## config.mk

```make
export PLATFORM = sky130hd
export DESIGN_NAME = branch_predict_unit
export DESIGN_NICKNAME = d
export VERILOG_FILES = /design/src/rtl/branch_predict_unit.sv
export SDC_FILE = /design/constraint.sdc
export NUM_CORES = 1
export LEC_CHECK = 0
export ABC_AREA = 0
export BUFFER_PORTS_ARGS = -buffer_cell sky130_fd_sc_hd__clkbuf_2
export CAP_MARGIN = 30
export CORE_MARGIN = 4
export CORE_UTILIZATION = 52
export DETAILED_ROUTE_END_ITERATION = 10
export HOLD_SLACK_MARGIN = 0.12
export PLACE_DENSITY = 0.78
export SLEW_MARGIN = 20
export SYNTH_ARGS = -nofsm -noshare
export SYNTH_HDL_FRONTEND = slang
export SYNTH_SLANG_ARGS = --single-unit
```

## constraint.sdc

```tcl
create_clock -name clk -period 3.3 [get_ports clk]
set_clock_uncertainty 0.05 [all_clocks]
set_input_delay 0 -clock clk [delete_from_list [all_inputs] [get_ports clk]]
set_output_delay 0 -clock clk [all_outputs]
set_load 0.05 [all_outputs]
```

## src/rtl/branch_predict_unit.sv

```systemverilog
// Branch resolution for all six RV branch types, a 2-bit counter direction predictor and saturating stats.
// Latency: prediction and resolution are combinational; table and stats update at the next rising edge.
// Backpressure: none; one lookup and one resolution are accepted every cycle.
module branch_predict_unit #(
    parameter int XLEN    = 32,
    parameter int ENTRIES = 64,
    parameter int IDX_LSB = 2,
    parameter int STAT_W  = 32
) (
    input  logic              clk,
    input  logic              reset,
    input  logic              f_valid,
    input  logic [XLEN-1:0]   f_pc,
    output logic              f_predict_taken,
    input  logic              e_valid,
    input  logic [XLEN-1:0]   e_pc,
    input  logic [2:0]        e_funct3,
    input  logic [XLEN-1:0]   e_rs1,
    input  logic [XLEN-1:0]   e_rs2,
    input  logic              e_predicted,
    output logic              e_taken,
    output logic              e_mispredict,
    input  logic              clr_stats,
    output logic [STAT_W-1:0] stat_branches,
    output logic [STAT_W-1:0] stat_mispredicts
);

    localparam int IDX_W = $clog2(ENTRIES);
    localparam logic [STAT_W-1:0] STAT_MAX = '1;

    logic [1:0]        tbl_q [ENTRIES];
    logic [1:0]        tbl_d [ENTRIES];
    logic [STAT_W-1:0] br_cnt_q, br_cnt_d;
    logic [STAT_W-1:0] mp_cnt_q, mp_cnt_d;

    logic [IDX_W-1:0]  f_idx;
    logic [IDX_W-1:0]  e_idx;
    logic              cmp_eq, cmp_lt_s, cmp_lt_u;
    logic              legal, cond, upd;
    logic              unused_pc_bits;

    // Upper and lower PC bits never reach the index; aliasing is intended.
    assign f_idx = f_pc[IDX_LSB +: IDX_W];
    assign e_idx = e_pc[IDX_LSB +: IDX_W];
    assign unused_pc_bits = ^{f_pc, e_pc};

    always_comb begin
        cmp_eq   = (e_rs1 == e_rs2);
        cmp_lt_s = ($signed(e_rs1) < $signed(e_rs2));
        cmp_lt_u = (e_rs1 < e_rs2);
        legal    = 1'b1;
        cond     = 1'b0;
        case (e_funct3)
            3'b000:  cond = cmp_eq;
            3'b001:  cond = !cmp_eq;
            3'b100:  cond = cmp_lt_s;
            3'b101:  cond = !cmp_lt_s;
            3'b110:  cond = cmp_lt_u;
            3'b111:  cond = !cmp_lt_u;
            default: legal = 1'b0;
        endcase
    end

    assign upd             = e_valid & legal;
    assign e_taken         = upd & cond;
    assign e_mispredict    = upd & (cond != e_predicted);
    // Reads the pre-edge counter: a same-cycle update to this index is not bypassed.
    assign f_predict_taken = f_valid & tbl_q[f_idx][1];

    always_comb begin
        tbl_d = tbl_q;
        if (upd) begin
            if (cond) begin
                if (tbl_q[e_idx] != 2'b11) tbl_d[e_idx] = tbl_q[e_idx] + 2'b01;
            end else begin
                if (tbl_q[e_idx] != 2'b00) tbl_d[e_idx] = tbl_q[e_idx] - 2'b01;
            end
        end
    end

    // A clear wins over a coincident increment; that branch is simply not counted.
    always_comb begin
        br_cnt_d = br_cnt_q;
        mp_cnt_d = mp_cnt_q;
        if (clr_stats) begin
            br_cnt_d = '0;
            mp_cnt_d = '0;
        end else if (upd) begin
            if (br_cnt_q != STAT_MAX) br_cnt_d = br_cnt_q + 1'b1;
            if (e_mispredict && (mp_cnt_q != STAT_MAX)) mp_cnt_d = mp_cnt_q + 1'b1;
        end
    end

    always_ff @(posedge clk or negedge reset) begin
        if (!reset) begin
            for (int i = 0; i < ENTRIES; i++) tbl_q[i] <= 2'b01;
            br_cnt_q <= '0;
            mp_cnt_q <= '0;
        end else begin
            tbl_q    <= tbl_d;
            br_cnt_q <= br_cnt_d;
            mp_cnt_q <= mp_cnt_d;
        end
    end

    assign stat_branches    = br_cnt_q;
    assign stat_mispredicts = mp_cnt_q;

endmodule

```

==> results of run 1 <==
## power by group
part           leakage, nW  internal (mW)  switching (mW)
clock network        0.278           1.21           0.954
logic                 3.39          0.506           0.703
registers             2.43           2.63           0.155
## kinds of logic (layout without fill, tap and decap cells)
group / count (synthesis) / in the layout
xor+xnor: 31 / 31
simple gates: 409 / 409
flops: 192 / 192
mux: 112 / 112
fa+ha+maj: 36 / 36
buf+inv: 135 / 301
compound gates: 299 / 299
## final timing paths
check,from,to,slack [ps],cells past startpoint
min in group asynchronous,reset,stat_mispredicts[14],210,2
max,flip-flop,tbl_q[47],90,10
min,e_pc[7],tbl_q[87],180,5
min reg2reg,tbl_q[89],tbl_q[89],470,1
max in group asynchronous,reset,async pin,2050,3
max reg2reg,flip-flop,tbl_q[47],90,10
## per-layer routing
| metal | vias to the layer above | track usage [%] | wire, µm |
|---|---|---|---|
| li1 | 4851 | - | - |
| met1 | 5400 | 35.2 | 14100 |
| met2 | 480 | 43.7 | 16600 |
| met3 | 86 | 5.85 | 2890 |
| met4 | 0 | 8.32 | 970 |
| met5 | - | 0 | 0 |
## synthesized netlist by cell type (7+ instances only)
master,number
dfrtp_1,128
nand2_1,110
a21oi_1,105
nor2_1,92
nand4_1,77
mux2_2,69
o22a_1,66
dfstp_2,64
clkbuf_1,50
inv_1,43
ha_1,36
a22oi_1,32
nand3_1,32
nor2b_1,29
buf_2,28
o22ai_1,28
mux4_2,21
mux2_1,19
xor2_1,18
xnor2_1,13
and4_1,12
and3_1,9
o21ai_0,9
a41o_1,7
and2_1,7
buf_6,7
nor3_1,7
## per-stage QoR
stage                     hold slack [ps]  power, mW
after global routing                  190       6.40
final                                 184       6.16
after floorplan                      -346       3.53
after detailed placement              106       3.98
after CTS                             156       6.14
after global placement               94.4       3.94
## area by class of cell
type / count / area, µm² / share of cell area, %
Clock buffer: 19 / 443 / 3.16
Clock inverter: 12 / 159 / 1.13
Inverter: 43 / 161 / 1.15
Multi-Input combinational cell: 887 / 6500 / 46.4
Sequential cell: 192 / 4880 / 34.9
Tap cell: 285 / 357 / 2.55
Timing Repair Buffer: 227 / 1500 / 10.7
## what timing repair did
action | 4_1_cts | 5_1_grt
hold endpoints to repair | 96 | 0
endpoints found under the setup margin | 11 | 64
setup buffers | 0 | 0
gates cloned | 0 | 1
resized for setup | 2 | 1
hold buffers | 1 | 0
## critical path, stage by stage (launching register included)
cell and delay, ps:
dfstp_2 530, o22ai_1 100, o41ai_2 430, and4_1 320
o221ai_4 150, inv_1 100, ha_1 260, or4_4 590
buf_12 210, a21oi_1 200, o22a_1 190
==> flow_metrics.env, run 1 <==
export IMPL_status="complete, no violations"
export IMPL_final_util_pct=62.1
export IMPL_antenna_found_initial=0
export IMPL_start_kind="flip-flop"
export IMPL_final_cell_mix="clkbuf_2, dfrtp_1, nand2_1, a21oi_1, nor2_1"
export IMPL_synth_top_cell_area_share_pct=26.9
export IMPL_synth_distinct_cells=67
export IMPL_nFillCells=1867
export IMPL_ys_ff_latch=192
export IMPL_die_y_um=159
export IMPL_clock_latency_ps=440
export IMPL_clock_path_buffers=2
export IMPL_grt_pass1_vias=10700
export IMPL_drc_errors=0
export IMPL_synthMuxAreaShare_pct=12.5
export IMPL_yosysTopAreaCell="dfrtp_1"
export IMPL_routedWlPerCell_um=20.7
export IMPL_postLayoutCellArea_um2=14000
export IMPL_drive_above_1_share_pct=32.0
export IMPL_synth_simple_area_share_pct=17.6
export IMPL_die_w_um=159
export IMPL_numCtsBuffers=17
export IMPL_post_route_period_util_pct=97.2
export IMPL_crit_arrival_ps=3530
export IMPL_synth_area_leaders="dfrtp_1, dfstp_2, mux2_2, o22a_1, a21oi_1"
export IMPL_firstDrtPassIters=6
export IMPL_drt_wl_total_mm=34.5
export IMPL_hpwl_mm=22.9
export IMPL_rsz0062_at_grt="no"
export IMPL_grt_max_degree=99
export IMPL_worst_pin_slew_ps=941
export IMPL_clk_pin_slew_ps=80
export IMPL_fin_nets=1541
export IMPL_irDropWorstVdd_mv=0.408
export IMPL_min_path_type="primary input to flip-flop"
export IMPL_grt_pass1_wl_mm=56.1
export IMPL_finalSetupViolCount=0
export IMPL_post_synth_instance_area_um2=11900
export IMPL_io_buffers=151
export IMPL_gp_congestion=0.884
export IMPL_drtAntennaViolNets=0
export IMPL_period_needed_ps=3210
export IMPL_synth_compound_area_share_pct=17.6
export IMPL_dp_worst_setup_slack_ps=-47.0
export IMPL_fmax_ghz=0.312
export IMPL_yosysWarnings=0
export IMPL_ys_flop_type="dfrtp_1"
export IMPL_powerDensity_nw_per_um2=440
export IMPL_grt_usage_pct=26.5
export IMPL_synth_xor_area_share_pct=2.28
export IMPL_synth_edf_count=0
export IMPL_slew_headroom_pct=37.3
export IMPL_leakage_nw=6.10
export IMPL_dp_cells=1631
export IMPL_n_antenna_cell=0
export IMPL_hold_viol_final=0
export IMPL_clock_sinks=192
export IMPL_fin_ws_ps=94.0
export IMPL_synthCells=1214
export IMPL_drt_initial_drc_count=989
export IMPL_placed_area_um2=13300
export IMPL_seq_area_frac_synth_pct=41.0
export IMPL_dieArea_um2=25400
export IMPL_row_count=55
export IMPL_num_vias=10800
export IMPL_maxCapViolations=0
export IMPL_io_pins=204
export IMPL_critical_path_class="flip-flop to flip-flop"
export IMPL_synth_top_family_by_area="compound AO/OA/AOI/OAI gates"
export IMPL_cts_tree="built"
export IMPL_avgSynthCellArea_um2=9.82
export IMPL_critPathMaxFanout=32
export IMPL_synthesis_nets=1387
export IMPL_finalSetupTns_ps=0
export IMPL_synthAdderAreaFrac_pct=3.78
export IMPL_avgViaCountPerCell=6.50
export IMPL_htreeDepth=4
export IMPL_globalRouteOverflowTotal=0
export IMPL_required_ps=3630
export IMPL_core_area_um2=22600
export IMPL_final_common_cell="clkbuf_2"
export IMPL_cts_root_buffer="clkbuf_16"
export IMPL_slew_viol_final=0
export IMPL_synthArstFlopShare_pct=100
export IMPL_area_growth_pct=17.6
export IMPL_layoutNonFillerInstCount=1665
export IMPL_cp_end_kind="flip-flop"
export IMPL_start_util_pct=52.8
Note: power is estimated with default switching activity, not from simulation.
==> run 2, diff against run 1 <==
--- a/config.mk
+++ b/config.mk
@@ -8,6 +8,7 @@
 export ABC_AREA = 0
 export BUFFER_PORTS_ARGS = -buffer_cell sky130_fd_sc_hd__clkbuf_2
 export CAP_MARGIN = 30
+export CORE_ASPECT_RATIO = 0.5
 export CORE_MARGIN = 4
 export CORE_UTILIZATION = 52
 export DETAILED_ROUTE_END_ITERATION = 10
==> flow_metrics.env, run 2 (synthesized netlist as in run 1, its figures left out) <==
export IMPL_status="complete, no violations"
export IMPL_dieArea_um2=25600
export IMPL_period_needed_ps=3220
export IMPL_finalSetupViolCount=0
export IMPL_dp_worst_setup_slack_ps=-188
export IMPL_cp_slowest_cell="or4_4"
export IMPL_crit_family="compound AO/OA/AOI/OAI gates"
export IMPL_final_cell_mix="clkbuf_2, dfrtp_1, nand2_1, a21oi_1, nor2_1"
export IMPL_crit_chain="a22o_1 > a221oi_1 > a31oi_1 > a21oi_1 > mux2i_1 > nand2_1 > nand3_1 > ha_1 > or4_4 > buf_12 > a21oi_1 > o22a_1"
export IMPL_firstDrtPassIters=8
export IMPL_post_cts_buffers=0
export IMPL_powerDensity_nw_per_um2=440
export IMPL_power_frac_seq_pct=45.2
export IMPL_required_ps=3650
export IMPL_slew_viol_final=0
export IMPL_routedWlPerCell_um=21.3
export IMPL_cts_root_buffer="clkbuf_16"
export IMPL_area_growth_pct=17.6
export IMPL_maxCapViolations=0
export IMPL_die_y_um=115
export IMPL_gp_congestion=0.891
export IMPL_crit_buf_inv=1
export IMPL_num_vias=10900
export IMPL_drc_errors=0
export IMPL_intPower_mw=4.36
export IMPL_grt_pass1_vias=10600
export IMPL_clock_latency_ps=460
export IMPL_io_pins=204
export IMPL_fin_nets=1537
export IMPL_layoutNonFillerInstCount=1677
export IMPL_avgViaCountPerCell=6.51
export IMPL_fin_ws_ps=80.2
export IMPL_total_power_mw=6.17
export IMPL_crit_arrival_ps=3570
export IMPL_final_common_cell="clkbuf_2"
export IMPL_clock_sinks=192
export IMPL_slew_headroom_pct=35.6
export IMPL_final_util_pct=63.4
export IMPL_cpPeakStageDelay_ps=590
export IMPL_rsz0062_at_grt="no"
export IMPL_combPwrFrac_pct=19.8
export IMPL_min_path_type="primary input to flip-flop"
export IMPL_p_clk_share_pct=35.0
export IMPL_globalRouteOverflowTotal=0
export IMPL_grt_max_degree=98
export IMPL_postLayoutCellArea_um2=14000
export IMPL_drtAntennaViolNets=0
export IMPL_p_sw_mw=1.81
export IMPL_io_buffers=151
export IMPL_grt_pass1_wl_mm=55.9
export IMPL_hold_viol_final=0
export IMPL_cp_end_kind="flip-flop"
export IMPL_clock_path_buffers=2
export IMPL_n_antenna_cell=0
export IMPL_nFillCells=1773
export IMPL_htreeDepth=4
export IMPL_drive_above_1_share_pct=31.8
export IMPL_numCtsBuffers=17
export IMPL_start_kind="flip-flop"
export IMPL_grt_usage_pct=27.1
export IMPL_dp_cells=1641
export IMPL_critical_path_class="flip-flop to flip-flop"
export IMPL_drt_wl_total_mm=35.7
export IMPL_start_util_pct=53.9
export IMPL_swShare_pct=29.4
export IMPL_worst_hold_slack_ps=185
export IMPL_path_common_cell="a21oi_1"
export IMPL_core_area_um2=22100
export IMPL_post_route_period_util_pct=97.6
export IMPL_antenna_found_initial=0
export IMPL_die_w_um=222
export IMPL_clk_pin_slew_ps=70
export IMPL_critPathMaxFanout=32
export IMPL_placed_area_um2=13300
export IMPL_leakage_nw=6.10
export IMPL_row_count=38
export IMPL_cts_tree="built"
export IMPL_hpwl_mm=23.8
export IMPL_drt_initial_drc_count=1138
export IMPL_irDropWorstVdd_mv=0.344
export IMPL_finalSetupTns_ps=0
export IMPL_fmax_ghz=0.311
export IMPL_worst_pin_slew_ps=965
==> run 2: path summary, 6_finish.rpt <==
check / start / to / slack [ps] / depth (start not counted)
worst min-delay path: e_predicted / stat_mispredicts[9] / 180 / 6
worst min register to register: tbl_q[67] / tbl_q[67] / 480 / 1
min in group asynchronous: reset / async pin / 270 / 2
worst max-delay path: tbl_q[69] / tbl_q[15] / 80 / 12
max in group asynchronous: reset / tbl_q[85] / 1910 / 3
worst max register to register: tbl_q[69] / tbl_q[15] / 80 / 12
==> run 2: layout make-up <==
class / count / area, µm² / share of cell area [%]
multi-input cells: 887 / 6510 / 46.4
clock buffers: 19 / 443 / 3.16
clock inverters: 13 / 160 / 1.14
flip-flops and latches: 192 / 4880 / 34.8
well taps: 300 / 375 / 2.68
inverters: 43 / 161 / 1.15
repair buffers: 223 / 1490 / 10.6
==> run 2: power by group through the flow <==
| stage | Clock (mW) | Sequential [mW] | Combinational (mW) |
|---|---|---|---|
| finish | 2.16 | 2.79 | 1.22 |
| global route | 2.30 | 2.80 | 1.30 |
| CTS | 2.19 | 2.78 | 1.18 |
| detailed placement | 0 | 2.82 | 1.18 |
| global placement | 0 | 2.80 | 1.12 |
| floorplan | 0 | 2.78 | 0.756 |
==> run 2: metal layers <==
layer,wire (µm),up-vias,GRT usage (%)
li1,-,4848,-
met1,14600,5450,36.0
met2,17000,530,44.9
met3,3190,92,6.63
met4,928,0,8.34
met5,0,-,0
==> run 2: what timing repair did <==
action                                 4_1_cts  5_1_grt
cloned                                       0        1
gates resized for setup                      1        2
setup endpoints to repair                   61       64
hold buffers                                 2        0
endpoints found under the hold margin      163        0
pin swaps                                    0        0
==> run 2: worst reg2reg max path, cell delays in order (launching register included) <==
cell	delay (ps)
dfrtp_1	420
a22o_1	220
a221oi_1	280
a31oi_1	170
a21oi_1	150
mux2i_1	90
nand2_1	110
nand3_1	160
ha_1	330
or4_4	590
buf_12	210
a21oi_1	220
o22a_1	180
==> run 3, diff against run 2 <==
--- a/config.mk
+++ b/config.mk
@@ -5,12 +5,12 @@
 export SDC_FILE = /design/constraint.sdc
 export NUM_CORES = 1
 export LEC_CHECK = 0
-export ABC_AREA = 0
+export ABC_AREA = 1
 export BUFFER_PORTS_ARGS = -buffer_cell sky130_fd_sc_hd__clkbuf_2
 export CAP_MARGIN = 30
 export CORE_ASPECT_RATIO = 0.5
 export CORE_MARGIN = 4
-export CORE_UTILIZATION = 52
+export CORE_UTILIZATION = 53
 export DETAILED_ROUTE_END_ITERATION = 10
 export HOLD_SLACK_MARGIN = 0.12
 export PLACE_DENSITY = 0.78
==> flow_metrics.env, run 3 <==
export IMPL_die_w_um=229
export IMPL_p_clk_share_pct=37.4
export IMPL_nFillCells=2207
export IMPL_numCtsBuffers=17
export IMPL_dieArea_um2=27200
export IMPL_drtAntennaViolNets=0
export IMPL_powerDensity_nw_per_um2=409
export IMPL_yosysMostFrequentCell="nand2_1"
export IMPL_io_buffers=151
export IMPL_die_y_um=119
export IMPL_cts_root_buffer="clkbuf_16"
export IMPL_min_path_type="primary input to async pin"
export IMPL_slew_headroom_pct=45.7
export IMPL_swShare_pct=30.8
export IMPL_grt_pass1_vias=12100
export IMPL_total_power_mw=6.08
export IMPL_drt_wl_total_mm=37.3
export IMPL_synthCells=1847
export IMPL_fin_nets=2153
export IMPL_rr_worst_depth=15
export IMPL_routedWlPerCell_um=16.2
export IMPL_reg2reg_setup_slack_ps=320
export IMPL_clk_pin_slew_ps=70
export IMPL_synth_distinct_cells=49
export IMPL_area_growth_pct=14.5
export IMPL_critical_path_class="primary input to flip-flop"
export IMPL_postLayoutCellArea_um2=14900
export IMPL_irDropWorstVdd_mv=0.382
export IMPL_intPower_mw=4.21
export IMPL_ys_flop_type="dfrtp_1"
export IMPL_ys_ff_latch=192
export IMPL_netlist_top_cells_count="nand2_1, nand3_1, nor2_1, inv_1, dfrtp_1"
export IMPL_critPathMaxFanout=42
export IMPL_yosysTopAreaCell="dfrtp_1"
export IMPL_combPwrFrac_pct=18.1
export IMPL_avgViaCountPerCell=5.73
export IMPL_leakage_nw=7.20
export IMPL_yosysWarnings=0
export IMPL_start_kind="primary input"
export IMPL_io_pins=204
export IMPL_post_synth_instance_area_um2=13000
export IMPL_grt_max_degree=89
export IMPL_slew_viol_final=0
export IMPL_synthArstFlopShare_pct=100
export IMPL_seq_area_frac_synth_pct=37.6
export IMPL_synth_top_cell_area_share_pct=24.7
export IMPL_final_common_cell="nand2_1"
export IMPL_hpwl_mm=26.5
export IMPL_fmax_ghz=0.324
export IMPL_hold_viol_final=0
export IMPL_synth_edf_count=0
export IMPL_drt_initial_drc_count=1590
export IMPL_r2r_end="tbl_q[103]"
export IMPL_avgSynthCellArea_um2=7.03
export IMPL_synth_area_leaders="dfrtp_1, nand2_1, dfstp_2, nand3_1, nor2_1"
export IMPL_cts_tree="built"
export IMPL_grt_usage_pct=27.4
export IMPL_drc_errors=0
export IMPL_synthesis_nets=2020
export IMPL_firstDrtPassIters=7
export IMPL_finalSetupViolCount=0
export IMPL_clock_sinks=192
export IMPL_rsz0062_at_grt="no"
export IMPL_row_count=40
export IMPL_n_antenna_cell=0
export IMPL_cp_end_kind="flip-flop"
export IMPL_finalSetupTns_ps=0
export IMPL_power_frac_seq_pct=44.5
export IMPL_start_util_pct=54.0
export IMPL_final_cell_mix="nand2_1, nand3_1, nor2_1, clkbuf_2, inv_1"
export IMPL_antenna_found_initial=0
export IMPL_worst_pin_slew_ps=814
export IMPL_clock_latency_ps=460
export IMPL_num_vias=13200
export IMPL_core_area_um2=24000
export IMPL_gp_congestion=0.943
export IMPL_maxCapViolations=0
export IMPL_required_ps=3600
export IMPL_period_needed_ps=3090
export IMPL_crit_arrival_ps=3390
export IMPL_htreeDepth=4
export IMPL_globalRouteOverflowTotal=0
export IMPL_drive_above_1_share_pct=16.2
export IMPL_p_sw_mw=1.87
export IMPL_post_route_period_util_pct=93.6
export IMPL_clock_path_buffers=2
export IMPL_status="complete, no violations"
export IMPL_placed_area_um2=14200
export IMPL_grt_pass1_wl_mm=61.4
-- run 3: per-layer routing --
layer / global-route usage [%] / share of wire, %
met1: 38.6 / 44
met4: 8.01 / 2.2
met5: 0 / 0
met3: 4.96 / 8.1
met2: 43.4 / 45
-- run 3: worst max path at each step --
stage                  to    start  depth (start not counted)
6_report       tbl_q[103]  e_pc[3]                         20
5_1_grt         tbl_q[95]  e_pc[3]                         17
4_1_cts        tbl_q[103]  e_pc[3]                         20
3_5_place_dp    tbl_q[37]  e_pc[4]                         20
3_3_place_gp    tbl_q[47]  e_pc[4]                         20
2_1_floorplan  tbl_q[105]  e_pc[2]                         18
-- run 3: cells by family after synthesis --
logic type	Yosys count	synth area share (%)
DFF	192	37.6
buffers and inverters	244	8.13
xor gates and xnor gates	48	3.24
muxes	7	0.540
AOI/OAI and AO/OA	196	9.64
and+or+nand+nor	1124	37.3
adders and majority gates	36	3.47
-- run 3: power by group through the flow --
stage	sequential [mW]	clock [mW]	combinational (mW)
global route	2.72	2.40	1.22
detailed placement	2.74	0	1.08
finish	2.70	2.28	1.10
global placement	2.74	0	1.06
CTS	2.70	2.31	1.09
floorplan	2.71	0	0.695
-- run 3: cell type report --
cell class,instances,area [µm²],share of cell area [%]
flip-flops and latches,192,4880,32.9
multi-input cells,1411,7050,47.5
well taps,315,394,2.65
clock inverters,12,171,1.15
repair buffers,203,1310,8.81
clock buffers,20,467,3.14
inverters,155,582,3.91
-- run 3: worst max-delay path, stage by stage --
cell	delay [ps]
dlygate4sd3_1	530
clkbuf_2	170
nor3_4	190
clkinv_1	340
buf_4	300
o22ai_1	120
nor4_1	70
o21ai_0	250
nor2_1	100
nand2_2	110
inv_1	50
ha_1	230
nand2_1	80
nand2_1	80
nor2_4	110
buf_12	190
buf_12	220
nand2_1	90
nand2_1	70
nand2_1	50
-- run 3: what timing repair did --
item | 4_1_cts | 5_1_grt
buffers inserted | 0 | 0
endpoints found under the setup margin | 0 | 70
endpoints found under the hold margin | 122 | 0
hold buffers | 4 | 0
resized for setup | 0 | 2
-- run 3: metrics by stage --
stage          std cells  util, %  setup WS (ps)  hold slack [ps]
6_report            2308     61.9            210              114
2_1_floorplan       1847        -            203             -346
4_1_cts             2308     61.8            295              131
3_5_place_dp        2272     59.0            286             55.2
3_3_place_gp        2272     59.0            347             53.4
5_1_grt             2308     61.9           7.23              175
